**src/rtl/uart_tx_arbiter.sv**
```systemverilog
// Round-robin scheduler sharing one UART transmitter between two frame sources.
// Each 1- or 2-byte frame is serialised into byte strobes, paced on TX_BUSY.
module uart_tx_arbiter #(
   parameter int unsigned BUSY_TIMEOUT = 255
) (
   input  logic        CLK,
   input  logic        RST,
   input  logic        REQ0_VALID,
   input  logic [15:0] REQ0_DATA,
   input  logic        REQ0_TWO_BYTES,
   output logic        REQ0_READY,
   input  logic        REQ1_VALID,
   input  logic [15:0] REQ1_DATA,
   input  logic        REQ1_TWO_BYTES,
   output logic        REQ1_READY,
   input  logic        TX_BUSY,
   output logic [7:0]  TX_P_DATA,
   output logic        TX_DATA_VALID,
   output logic        GRANT_ID,
   output logic        ARB_BUSY,
   output logic        TX_TIMEOUT
);

   typedef enum logic [2:0] {
      StIdle,
      StGrant,
      StSend,
      StWaitBusy,
      StWaitDone
   } state_e;

   state_e      state_q, state_d;
   logic        win_q, win_d;
   logic        last_grant_q, last_grant_d;
   logic [15:0] data_q, data_d;
   logic        two_q, two_d;
   logic        byte_idx_q, byte_idx_d;
   logic [7:0]  cnt_q, cnt_d;
   logic [7:0]  p_data_q, p_data_d;
   logic        grant_id_q, grant_id_d;
   logic        timeout_q, timeout_d;

   logic [15:0] sel_data;
   logic        sel_two;
   logic [31:0] cnt_next;

   assign sel_data = win_q ? REQ1_DATA : REQ0_DATA;
   assign sel_two  = win_q ? REQ1_TWO_BYTES : REQ0_TWO_BYTES;
   assign cnt_next = {24'd0, cnt_q} + 32'd1;

   always_comb begin
      state_d      = state_q;
      win_d        = win_q;
      last_grant_d = last_grant_q;
      data_d       = data_q;
      two_d        = two_q;
      byte_idx_d   = byte_idx_q;
      cnt_d        = cnt_q;
      p_data_d     = p_data_q;
      grant_id_d   = grant_id_q;
      timeout_d    = 1'b0;
      unique case (state_q)
         StIdle: begin
            if (!TX_BUSY && (REQ0_VALID || REQ1_VALID)) begin
               // On a tie the requester that did not win last time goes next.
               win_d   = (REQ0_VALID && REQ1_VALID) ? ~last_grant_q : REQ1_VALID;
               state_d = StGrant;
            end
         end
         StGrant: begin
            data_d       = sel_data;
            two_d        = sel_two;
            grant_id_d   = win_q;
            last_grant_d = win_q;
            byte_idx_d   = 1'b0;
            p_data_d     = sel_data[7:0];
            state_d      = StSend;
         end
         StSend: begin
            cnt_d   = 8'd0;
            state_d = StWaitBusy;
         end
         StWaitBusy: begin
            if (TX_BUSY) begin
               state_d = StWaitDone;
            end else begin
               cnt_d = cnt_q + 8'd1;
               if (cnt_next >= BUSY_TIMEOUT) begin
                  timeout_d = 1'b1;
                  state_d   = StIdle;
               end
            end
         end
         StWaitDone: begin
            if (!TX_BUSY) begin
               if (two_q && !byte_idx_q) begin
                  byte_idx_d = 1'b1;
                  p_data_d   = data_q[15:8];
                  state_d    = StSend;
               end else begin
                  state_d = StIdle;
               end
            end
         end
         default: state_d = StIdle;
      endcase
   end

   always_ff @(posedge CLK or posedge RST) begin
      if (RST) begin
         state_q      <= StIdle;
         win_q        <= 1'b0;
         last_grant_q <= 1'b1;
         data_q       <= 16'd0;
         two_q        <= 1'b0;
         byte_idx_q   <= 1'b0;
         cnt_q        <= 8'd0;
         p_data_q     <= 8'd0;
         grant_id_q   <= 1'b0;
         timeout_q    <= 1'b0;
      end else begin
         state_q      <= state_d;
         win_q        <= win_d;
         last_grant_q <= last_grant_d;
         data_q       <= data_d;
         two_q        <= two_d;
         byte_idx_q   <= byte_idx_d;
         cnt_q        <= cnt_d;
         p_data_q     <= p_data_d;
         grant_id_q   <= grant_id_d;
         timeout_q    <= timeout_d;
      end
   end

   // Outputs decode only registered state, so no input reaches an output combinationally.
   assign REQ0_READY    = (state_q == StGrant) && !win_q;
   assign REQ1_READY    = (state_q == StGrant) && win_q;
   assign TX_DATA_VALID = (state_q == StSend);
   assign ARB_BUSY      = (state_q != StIdle);
   assign TX_P_DATA     = p_data_q;
   assign GRANT_ID      = grant_id_q;
   assign TX_TIMEOUT    = timeout_q;

endmodule

```
**config.mk**
```make
export PLATFORM = sky130hd
export DESIGN_NAME = uart_tx_arbiter
export DESIGN_NICKNAME = d
export VERILOG_FILES = /design/src/rtl/uart_tx_arbiter.sv
export SDC_FILE = /design/constraint.sdc
export NUM_CORES = 1
export LEC_CHECK = 0
export CAP_MARGIN = 5
export CORE_MARGIN = 5
export CORE_UTILIZATION = 51
export DETAILED_ROUTE_END_ITERATION = 7
export PLACE_DENSITY = 0.85
export SETUP_SLACK_MARGIN = 0.4
export SYNTH_ARGS = -nofsm -noshare
export SYNTH_HDL_FRONTEND = slang
export SYNTH_SLANG_ARGS = --single-unit
```
**constraint.sdc**
```tcl
create_clock -name CLK -period 4.5 [get_ports CLK]
set_clock_uncertainty 0.2 [all_clocks]
set_input_delay 0.45 -clock CLK [delete_from_list [all_inputs] [get_ports CLK]]
set_output_delay 0.45 -clock CLK [all_outputs]
set_load 0.1 [all_outputs]
```
After elaboration in Yosys (flattened, before gate mapping)
Index checks and enable logic that the tools add are counted.
Word-level totals
  register bits after elaboration: 41
  input bits: 39
  output and inout port bits: 14
  word-level logic and storage cells: 60
Operators by class
  add/subtract/negate cells: 2
  magnitude comparators: 1
  eq/ne operators: 9
  multiplexer cells: 20
  bitwise gates (word level): 1
  reductions and logical operators: 17
Operators by type and width (number)
  one-hot mux 8 bit (2 select lines): 2
  two-way mux 8 bit: 3
  two-way mux 16 bit: 1
  one-hot mux 3 bit (5 select lines): 1
  two-way mux 3 bit: 4
  adder 8 x 1 -> 9 bit, second input constant: 1
  >= comparator 9 x 8 -> 1 bit, second input constant: 1
  adder 8 x 1 -> 8 bit, second input constant: 1
  inequality test 2 bit, second input constant: 4
  two-way mux 1 bit: 7
  == test 3 x 2 -> 1 bit, second input constant: 2
  AND reduction 3 bit: 2
  logical AND 1 bit: 5
  AND reduction 2 bit: 2
  nonzero test 2 bit: 2
  == test 3 x 1 -> 1 bit, second input constant: 1
  == test 3 bit, second input constant: 1
  zero test 1 bit: 3
  zero test 3 bit: 1
  inequality test 3 bit, second input constant: 1
  nonzero test 3 bit: 1
  two-way mux 2 bit: 1
  one-hot mux 1 bit (2 select lines): 1
  logical OR 1 bit: 1
  NOT 1 bit: 1

Logic depth before layout (Yosys ltp)
Gate-level depths: netlist of run 1.
  depth in word-level cells: 5
  mapped depth: 6
  mapped depth without buffers: 6

Least setup slack after synthesis of run 1
No wires, ideal clock.
  kind: flip-flop to output port
  from: register state_q[2]
  to: output port REQ0_READY
  arrival: 2234 ps
  data required time: 3850 ps
  setup slack: 1616 ps
  stages on the path, launching flop included: 5
  buffers on the path: 1
  cells stage by stage: dfrtp_1 -> nand2b_1 -> nand2b_1 -> buf_2 -> nor2_1
Between the ends
  word-level cells in the longest chain between the ends: 2
Ends and longest elaborated chain
  start: declaration: line 32  | state_e state_q, state_d;
  start signal: assignment: line 111  | state_q <= StIdle;
  start signal: assignment: line 122  | state_q <= state_d;
  == test 3 x 1 -> 1 bit: line 136  | assign REQ0_READY = (state_q == StGrant) && !win_q;
  logical AND 1 bit: line 136
  end: declaration: line 11  | output logic REQ0_READY,
Every way passes these cells.

Final worst setup path of run 1
  from: register state_q[0]
  to: output port REQ0_READY
The elaborated chain is that of the path after synthesis.

==> results.json, run 1 <==
{
  "hold_class": "flop to flop",
  "path_cells": "nand2b_1 > nand2b_1 > nor2_1 > clkdlybuf4s50_1",
  "regToRegSetupSlack_ns": 2.40,
  "worst_path_most_repeated_cell": "nand2b_1",
  "max-slew-margin-rel": 0.3378,
  "maxCapViolations": 0,
  "antenna_cells": 0,
  "busiest_layer": "met2",
  "place_area_sq_mm": 0.002390,
  "worst_setup_path_end_kind": "primary output",
  "crit_fanout": 22,
  "wire_per_inst_microns": 14.07,
  "grt-ovfl-total": 0,
  "first_iter_violations": 85,
  "crit_required_ns": 3.85,
  "leakage_nw": 1.116,
  "async_flop_share": 1.000,
  "grt_first_pass_wirelength_mm": 7.189,
  "dr_total_vias": 1558,
  "min_path_cells": 2,
  "grt_util_met3": 0.05324,
  "reg2reg_depth": 4,
  "die_area_sq_mm": 0.004951,
  "cts-root-buf": "clkbuf_8",
  "drc_errors": 0,
  "htree_levels": 2,
  "cts_buffers": 5,
  "drt_first_pass_iters": 4,
  "fin_nets": 286,
  "clk_pin_slew_ns": 0.06,
  "via_per_inst": 5.299,
  "postCtsSetupBuffers": 0,
  "clockBufferDepth": 2,
  "hold_viol": 0,
  "cts_sinks": 33,
  "synth_cell_types": 43,
  "totalWireLength_mm": 4.137,
  "synth-edff-count": 0,
  "insertion_delay_ns": 0.29,
  "setup_tns_ns": 0,
  "grt_setup_unrepaired": "no",
  "fp.coreArea_sq_mm": 0.003606,
  "synth-main-ff-cell": "dfrtp_1",
  "reg2reg_to": "TX_P_DATA[1]",
  "grt_max_degree": 34,
  "portBuffers": 52,
  "startpoint_type": "flop",
  "rr_startpoint": "state_q[0]",
  "powerDensity_mw_per_mm2": 732.4,
  "synth_seq_cells": 33,
  "vdd_ir_drop_max_v": 0.0005692,
  "grt_antenna_before_repair": 0,
  "hp-start": "last_grant_q",
  "design_area_sq_mm": 0.002506,
  "grtUsageMet2": 0.2859,
  "cts_hold_buf": 0,
  "drive_gt1_frac": 0.06504,
  "crit_path_top_delay_cell": "clkdlybuf4s50_1",
  "area_growth_pct": 34.88,
  "die_w_microns": 70.36,
  "fmax_mhz": 289.5,
  "placement_rows": 22,
  "cpPeakStageDelay_ns": 1.16,
  "start_util": 0.5153,
  "grt_pass1_vias": 1553,
  "cts_tree": "yes",
  "met1_usage": 0.2352,
  "worstSetupPathType": "flop to primary output",
  "dieHeight_microns": 70.36,
  "fin_crit_sh": 0.7677,
  "dp_hpwl_mm": 3.033,
  "tightestPinTransition_ns": 0.9902,
  "synthesis.area_sq_mm": 0.001858,
  "track_usage": 0.1823,
  "place.gp.congestion": 0.8573,
  "detail-route-antenna-nets": 0,
  "ios": 53,
  "drv_slew": 0,
  "synthCells": 194,
  "syn_avg_cell_area_sq_um": 9.577,
  "crit_arrival_ns": 2.80,
  "layout_min_cycle_time_ns": 3.454,
  "ys_seq_area_frac": 0.4451,
  "hold_end": "last_grant_q",
  "outcome": "finished, final reports clean",
  "yosysWarnings": 0,
  "syn_nets": 235,
  "setup_violations": 0,
  "ctsResizeCount": 0
}
per-stage QoR:
step	hold WS, ns	utilization	std cells	setup WS [ns]	power [W]
floorplan	0.2393	-	194	1.616	0.001335
global placement	0.2567	0.6627	286	1.404	0.001539
detailed placement	0.2582	0.6627	286	1.365	0.001559
CTS	0.2688	0.6950	294	1.023	0.001849
global route	0.2898	0.6950	294	0.7889	0.001955
finish	0.2664	0.6950	294	1.046	0.001835
layout make-up:
type | count | area, sq um
Sequential cell | 33 | 827.0
Fill cell | 282 | 1100
Clock inverter | 1 | 30.03
Clock buffer | 7 | 86.33
Multi-Input combinational cell | 138 | 922.1
Tap cell | 48 | 60.06
Inverter | 14 | 52.55
Timing Repair Buffer | 53 | 528.0
sequential cells by signal, indices dropped and copies added (netlist names):
name and count:
GRANT_ID 1, TX_P_DATA 8, TX_TIMEOUT 1, byte_idx_q 1, cnt_q 8, data_q 8, last_grant_q 1, state_q 3
two_q 1, win_q 1
worst max path at each step:
stage,startpoint,to,cells past startpoint
after detailed placement,state_q[0],REQ0_READY,4
after CTS,state_q[0],REQ0_READY,4
after floorplan,state_q[2],REQ0_READY,4
final,state_q[0],REQ0_READY,4
after global routing,state_q[0],REQ0_READY,4
after global placement,state_q[0],REQ0_READY,4
per-layer routing:
| metal | part of all wire | vias up |
|---|---|---|
| met5 | 0 | - |
| met2 | 0.46 | 56 |
| met1 | 0.45 | 710 |
| met3 | 0.072 | 7 |
| li1 | - | 785 |
| met4 | 0.016 | 0 |
report_power, final:
group          total, W  leakage (nW)  internal (W)  switching [W]
Combinational  0.000999         0.644      0.000313       0.000685
Clock          0.000284        0.0585      0.000180       0.000103
Sequential     0.000553         0.414      0.000418       0.000135
cell usage in the layout, fill, tap and decap left out, types with 2 or more instances in the layout:
cell / count
xor2_1: 2
nor2_1: 15
nand3_1: 2
mux2i_1: 25
nand2b_1: 4
dfrtp_1: 32
a21oi_1: 14
inv_1: 14
clkdlybuf4s50_1: 52
o21a_1: 2
clkbuf_8: 6
or3_1: 3
ha_1: 2
and2_1: 2
nand2_1: 21
o21ai_0: 18
nand4_1: 2
a21o_1: 3
a211oi_1: 2
cell families (layout without fill, tap and decap cells):
kind of cell    count (synthesis)  count (layout)  share of synthesized area
simple gates                   58              58                     0.1643
fa+ha+maj                       2               2                    0.01347
mux                            25              25                     0.1347
compound gates                 50              50                     0.1697
flops                          33              33                     0.4451
buf+inv                        23              75                    0.05858
xor+xnor                        3               3                    0.01414
worst max-delay path, delay by kind of cell (launching register included):
| kind | cells | cell delay, ns |
|---|---|---|
| flops | 1 | 0.53 |
| simple gates | 3 | 0.84 |
| buf+inv | 1 | 1.16 |
synth_stat cells (all sizes together) (2+ instances only):
cell type | instances | area [sq um]
dfrtp | 32 | 800.8
mux2i | 25 | 250.2
nand2 | 22 | 85.09
o21ai | 18 | 90.09
nor2 | 15 | 56.30
a21oi | 14 | 70.07
inv | 14 | 52.55
buf | 7 | 48.79
nand2b | 4 | 25.02
a21o | 3 | 22.52
or3 | 3 | 18.77
a211oi | 2 | 15.01
a221oi | 2 | 23.77
and2 | 2 | 12.51
clkbuf | 2 | 7.510
ha | 2 | 25.02
nand3 | 2 | 10.01
nand4 | 2 | 12.51
nor3b | 2 | 31.28
o21a | 2 | 15.01
o31ai | 2 | 20.02
xor2 | 2 | 17.52
Note: power is estimated with default switching activity, not from simulation.
==> run 2, diff against run 1 <==
- CORE_UTILIZATION: 51 -> 43
- PLACE_DENSITY: 0.85 -> 0.76
- clock period: 4.5 -> 3 ns (I/O delays scaled with it)
==> run 2 against run 1 <==
Effect of this change: global-route usage shrank 2.7 points; largest cell class unchanged; critical endpoint is now REQ1_READY; setup slack lost 0.37 ns; clock power grew 28%; core utilization shrank 11 points; sequential share of layout area grew 0.12 points; highest routed layer unchanged; register-to-register slack lost 1.5 ns; combinational power grew 52%.
==> results.json, run 2 (same netlist as run 1, synthesis figures left out) <==
{
  "power.internal_w": 0.001308,
  "setup_tns_ns": 0,
  "final_cell_mix": "clkdlybuf4s50_1 (38), dfrtp_1 (32), mux2i_1 (25)",
  "htree_levels": 2,
  "fin_util": 0.5857,
  "fmax_mhz": 431.0,
  "reg2reg_to": "TX_P_DATA[3]",
  "powerDensity_mw_per_mm2": 1089,
  "crit_arrival_ns": 1.82,
  "placement_rows": 24,
  "tightestPinTransition_ns": 0.8775,
  "cp.buffers_inverters": 2,
  "detail-route-antenna-nets": 0,
  "drt_first_pass_iters": 4,
  "insertion_delay_ns": 0.28,
  "cpPeakStageDelay_ns": 0.92,
  "final_common_cell": "clkdlybuf4s50_1",
  "die_w_microns": 75.74,
  "dp_hpwl_mm": 3.213,
  "grt_pass1_vias": 1497,
  "startpoint_type": "flop",
  "path_delay_family": "flip-flops",
  "place.gp.congestion": 0.8363,
  "hold_viol": 0,
  "dieHeight_microns": 75.74,
  "vdd_ir_drop_max_v": 0.0004198,
  "p_sw_frac": 0.5191,
  "outcome": "finished, final reports clean",
  "postCtsSetupBuffers": 0,
  "drc_errors": 0,
  "first_iter_violations": 71,
  "hold_class": "input pin to asynchronous set/reset pin",
  "antenna_cells": 0,
  "ctsResizeCount": 0,
  "die_area_sq_mm": 0.005736,
  "cts-root-buf": "clkbuf_8",
  "clk_pin_slew_ns": 0.07,
  "fin_crit_sh": 0.7734,
  "seqPwrFrac": 0.307,
  "path_cells": "nand2_1 > inv_1 > buf_4",
  "drive_gt1_frac": 0.1371,
  "layout_min_cycle_time_ns": 2.320,
  "setup_violations": 0,
  "totalWireLength_mm": 4.290,
  "grt-ovfl-total": 0,
  "max-slew-margin-rel": 0.4150,
  "start_util": 0.4357,
  "track_usage": 0.1555,
  "grt_first_pass_wirelength_mm": 6.748,
  "rr_startpoint": "state_q[0]",
  "switching_power_w": 0.001412,
  "clockPowerShare": 0.134,
  "maxCapViolations": 0,
  "drv_slew": 0,
  "placed_cells": 292,
  "fin_cells": 300,
  "crit_fanout": 18,
  "grt_setup_unrepaired": "no",
  "crit_required_ns": 2.50,
  "area_growth_pct": 34.41,
  "fillCellCount": 396,
  "clockBufferDepth": 2,
  "leakage_nw": 1.142,
  "cts_sinks": 33,
  "ios": 53,
  "regToRegSetupSlack_ns": 0.90,
  "worstSetupPathType": "flop to primary output",
  "cts_tree": "yes",
  "crit_path_top_delay_cell": "dfrtp_1",
  "grt_max_degree": 34,
  "fin_nets": 288,
  "fp.coreArea_sq_mm": 0.004264,
  "dr_total_vias": 1575,
  "portBuffers": 52,
  "combPwrFrac": 0.560,
  "worst_setup_path_end_kind": "primary output",
  "via_per_inst": 5.250,
  "cts_hold_buf": 0,
  "wire_per_inst_microns": 14.30,
  "reg2reg_depth": 4,
  "grt_antenna_before_repair": 0,
  "cts_buffers": 5
}
==> run 2: worst max-delay path by stage <==
stage	depth (start not counted)	slack (ns)	to	startpoint
floorplan	5	0.69	cnt_q[3]	state_q[0]
global placement	4	0.79	TX_P_DATA[0]	TX_BUSY
detailed placement	4	0.73	TX_P_DATA[2]	TX_BUSY
CTS	3	0.61	REQ1_READY	win_q
global route	3	0.53	REQ1_READY	win_q
finish	3	0.68	REQ1_READY	win_q
==> run 2: tightest hold or removal path, delay by kind of cell <==
| kind | cells | cell delay (ns) |
|---|---|---|
| buffers and inverters | 3 | 0.81 |
==> run 2: layer usage <==
metal	global-route usage	wire length, microns	vias up
li1	-	-	787
met1	0.1880	1871	739
met2	0.2560	2010	44
met3	0.05145	364	5
met4	0.06214	43	0
met5	0	0	-
==> run 2: power by group through the flow <==
stage	clock network [W]	registers, W	logic [W]
2_1_floorplan	0	0.00118	0.000835
3_3_place_gp	0	0.000838	0.00150
3_5_place_dp	0	0.000846	0.00153
4_1_cts	0.000374	0.000838	0.00153
5_1_grt	0.000392	0.000864	0.00162
6_report	0.000364	0.000834	0.00152
==> run 2: metrics by stage <==
step / worst slack, ns / cell area (sq um) / hold WS [ns] / total power, W
floorplan: 0.6918 / 1867 / 0.2221 / 0.002016
global placement: 0.7915 / 2396 / 0.2518 / 0.002342
detailed placement: 0.7345 / 2396 / 0.2649 / 0.002374
CTS: 0.6052 / 2497 / 0.2194 / 0.002746
global route: 0.5302 / 2497 / 0.2458 / 0.002881
finish: 0.6798 / 2497 / 0.2059 / 0.002719
==> run 2: layout make-up <==
class                   count  area [sq um]  share of cell area
repair buffers             55         520.5              0.2084
clock buffers               7         96.34             0.03858
multi-input cells         138         930.9              0.3727
clock inverters             1         5.005            0.002004
inverters                  14         52.55             0.02104
well taps                  52         65.06             0.02605
flip-flops and latches     33         827.0              0.3312
==> run 3, diff against run 2 <==
- CORE_UTILIZATION: 43 -> 47
- PLACE_DENSITY: 0.76 -> 0.79
- clock period: 3 -> 2.2 ns (I/O delays scaled with it)
==> run 3 against run 2 <==
Effect of this change: design area is 17% higher; first-iteration DRC count is 48% higher; sequential cell count is the same; via count is 13% higher; critical endpoint is now TX_P_DATA[7]; largest power group unchanged.
==> results.json, run 3 (same netlist as run 1, synthesis figures left out) <==
{
  "via_per_inst": 5.536,
  "detail-route-antenna-nets": 0,
  "powerDensity_mw_per_mm2": 1495,
  "path_cells": "nand3b_1 > o31ai_4 > and2_4 > buf_8 > mux2i_2",
  "totalWireLength_mm": 5.351,
  "antenna_cells": 0,
  "setup_tns_ns": 0,
  "cts_buffers": 5,
  "reg2reg_depth": 5,
  "final_common_cell": "clkdlybuf4s50_1",
  "worst_setup_path_end_kind": "flop",
  "dieHeight_microns": 72.88,
  "leakage_nw": 1.289,
  "tightestPinTransition_ns": 0.4429,
  "crit_path_top_delay_cell": "dfrtp_2",
  "dp_hpwl_mm": 3.189,
  "fin_nets": 314,
  "drt_first_pass_iters": 5,
  "hold-worst-slack_ns": 0.1416,
  "wire_per_inst_microns": 16.67,
  "crit_fanout": 6,
  "grt_max_degree": 34,
  "outcome": "finished, final reports clean",
  "die_w_microns": 72.88,
  "first_iter_violations": 105,
  "portBuffers": 52,
  "crit_required_ns": 2.19,
  "rr_startpoint": "state_q[0]",
  "cts_tree": "yes",
  "area_growth_pct": 57.04,
  "insertion_delay_ns": 0.28,
  "drive_gt1_frac": 0.3260,
  "clk_pin_slew_ns": 0.07,
  "place.gp.congestion": 0.9041,
  "fin_crit_sh": 0.8325,
  "cpPeakStageDelay_ns": 0.47,
  "cp_num_cells": 5,
  "start_util": 0.4963,
  "ios": 53,
  "endpoint": "TX_P_DATA[7]",
  "design_area_sq_mm": 0.002918,
  "vdd_ir_drop_max_v": 0.001414,
  "crit_arrival_ns": 1.82,
  "fin_ws_ns": 0.3685,
  "dr_total_vias": 1777,
  "final_cell_mix": "clkdlybuf4s50_1 (38), buf_4 (35), dfrtp_1 (24), mux2i_1 (24), nand2_1 (19)",
  "reg2reg_to": "TX_P_DATA[7]",
  "cts_sinks": 33,
  "place_area_sq_mm": 0.002472,
  "track_usage": 0.1863,
  "worstSetupPathType": "flop to flop",
  "placement_rows": 22,
  "path_delay_family": "flip-flops",
  "startpoint_type": "flop",
  "startpoint": "state_q[0]",
  "cts-root-buf": "clkbuf_8",
  "maxCapViolations": 0,
  "grt_pass1_vias": 1598,
  "grt_setup_unrepaired": "yes",
  "clockBufferDepth": 2,
  "die_area_sq_mm": 0.005311,
  "layout_min_cycle_time_ns": 1.831,
  "cp.buffers_inverters": 1,
  "fillCellCount": 248,
  "hold_class": "input pin to asynchronous set/reset pin",
  "fmax_mhz": 546.0,
  "htree_levels": 2,
  "multi_input_comb_area_sq_mm": 0.001080,
  "fp.coreArea_sq_mm": 0.003744,
  "setup_violations": 0,
  "grt_antenna_before_repair": 0,
  "place_ws_ns": 0.1656,
  "regArea_sq_um": 837.1,
  "regToRegSetupSlack_ns": 0.37,
  "max-slew-margin-rel": 0.7028,
  "grt-ovfl-total": 0,
  "grt_first_pass_wirelength_mm": 7.617,
  "drv_slew": 0,
  "drc_errors": 0,
  "hold_viol": 0
}
-- run 3: worst min-delay path by stage --
stage / startpoint / cells after the start / to
after floorplan: TX_BUSY / 1 / state_q[2]
after global placement: last_grant_q / 2 / last_grant_q
after detailed placement: GRANT_ID / 2 / GRANT_ID
after CTS: RST / 3 / TX_P_DATA[0]
after global routing: RST / 3 / TX_TIMEOUT
final: RST / 3 / TX_TIMEOUT
-- run 3: worst reg2reg max path: cells and delay by family, from the launching register on --
kind / cells / cell delay [ns]
flops: 1 / 0.47
simple gates: 2 / 0.46
compound gates: 1 / 0.30
mux: 1 / 0.20
buf+inv: 1 / 0.13
-- run 3: per-layer routing --
layer	share of wire	up-vias	GRT usage	wire (microns)
met5	0	-	0	0
li1	-	841	-	-
met1	0.42	848	0.2381	2236
met4	0.010	0	0.06148	56
met3	0.092	8	0.06061	490
met2	0.48	80	0.2976	2567
-- run 3: final cells by class --
type,count,area share
Sequential cell,33,0.2869
Inverter,14,0.02058
Multi-Input combinational cell,138,0.3701
Timing Repair Buffer,81,0.2723
Tap cell,48,0.02058
Clock buffer,7,0.02959
-- run 3: repair_timing --
item,4_1_cts,5_1_grt
setup endpoints to repair,16,16
resized for setup,12,25
cloned,0,1
hold buffers,0,0
pin swaps,1,12
buffers inserted,6,16
-- run 3: metrics by stage --
step | cells | util | power, W
after detailed placement | 291 | 0.6604 | 0.003359
after global routing | 321 | 0.7794 | 0.004620
after CTS | 304 | 0.7132 | 0.003998
final | 321 | 0.7794 | 0.004361
after global placement | 291 | 0.6604 | 0.003322
after floorplan | 194 | - | 0.002792
-- run 3: power by group --
group / switching (W) / total [W] / internal (W) / leakage (nW)
Combinational: 0.00175 / 0.00283 / 0.00109 / 0.843
Clock: 0.000204 / 0.000451 / 0.000248 / 0.0443
Sequential: 0.000210 / 0.00107 / 0.000865 / 0.402
Total: 0.00216 / 0.00436 / 0.00220 / 1.29
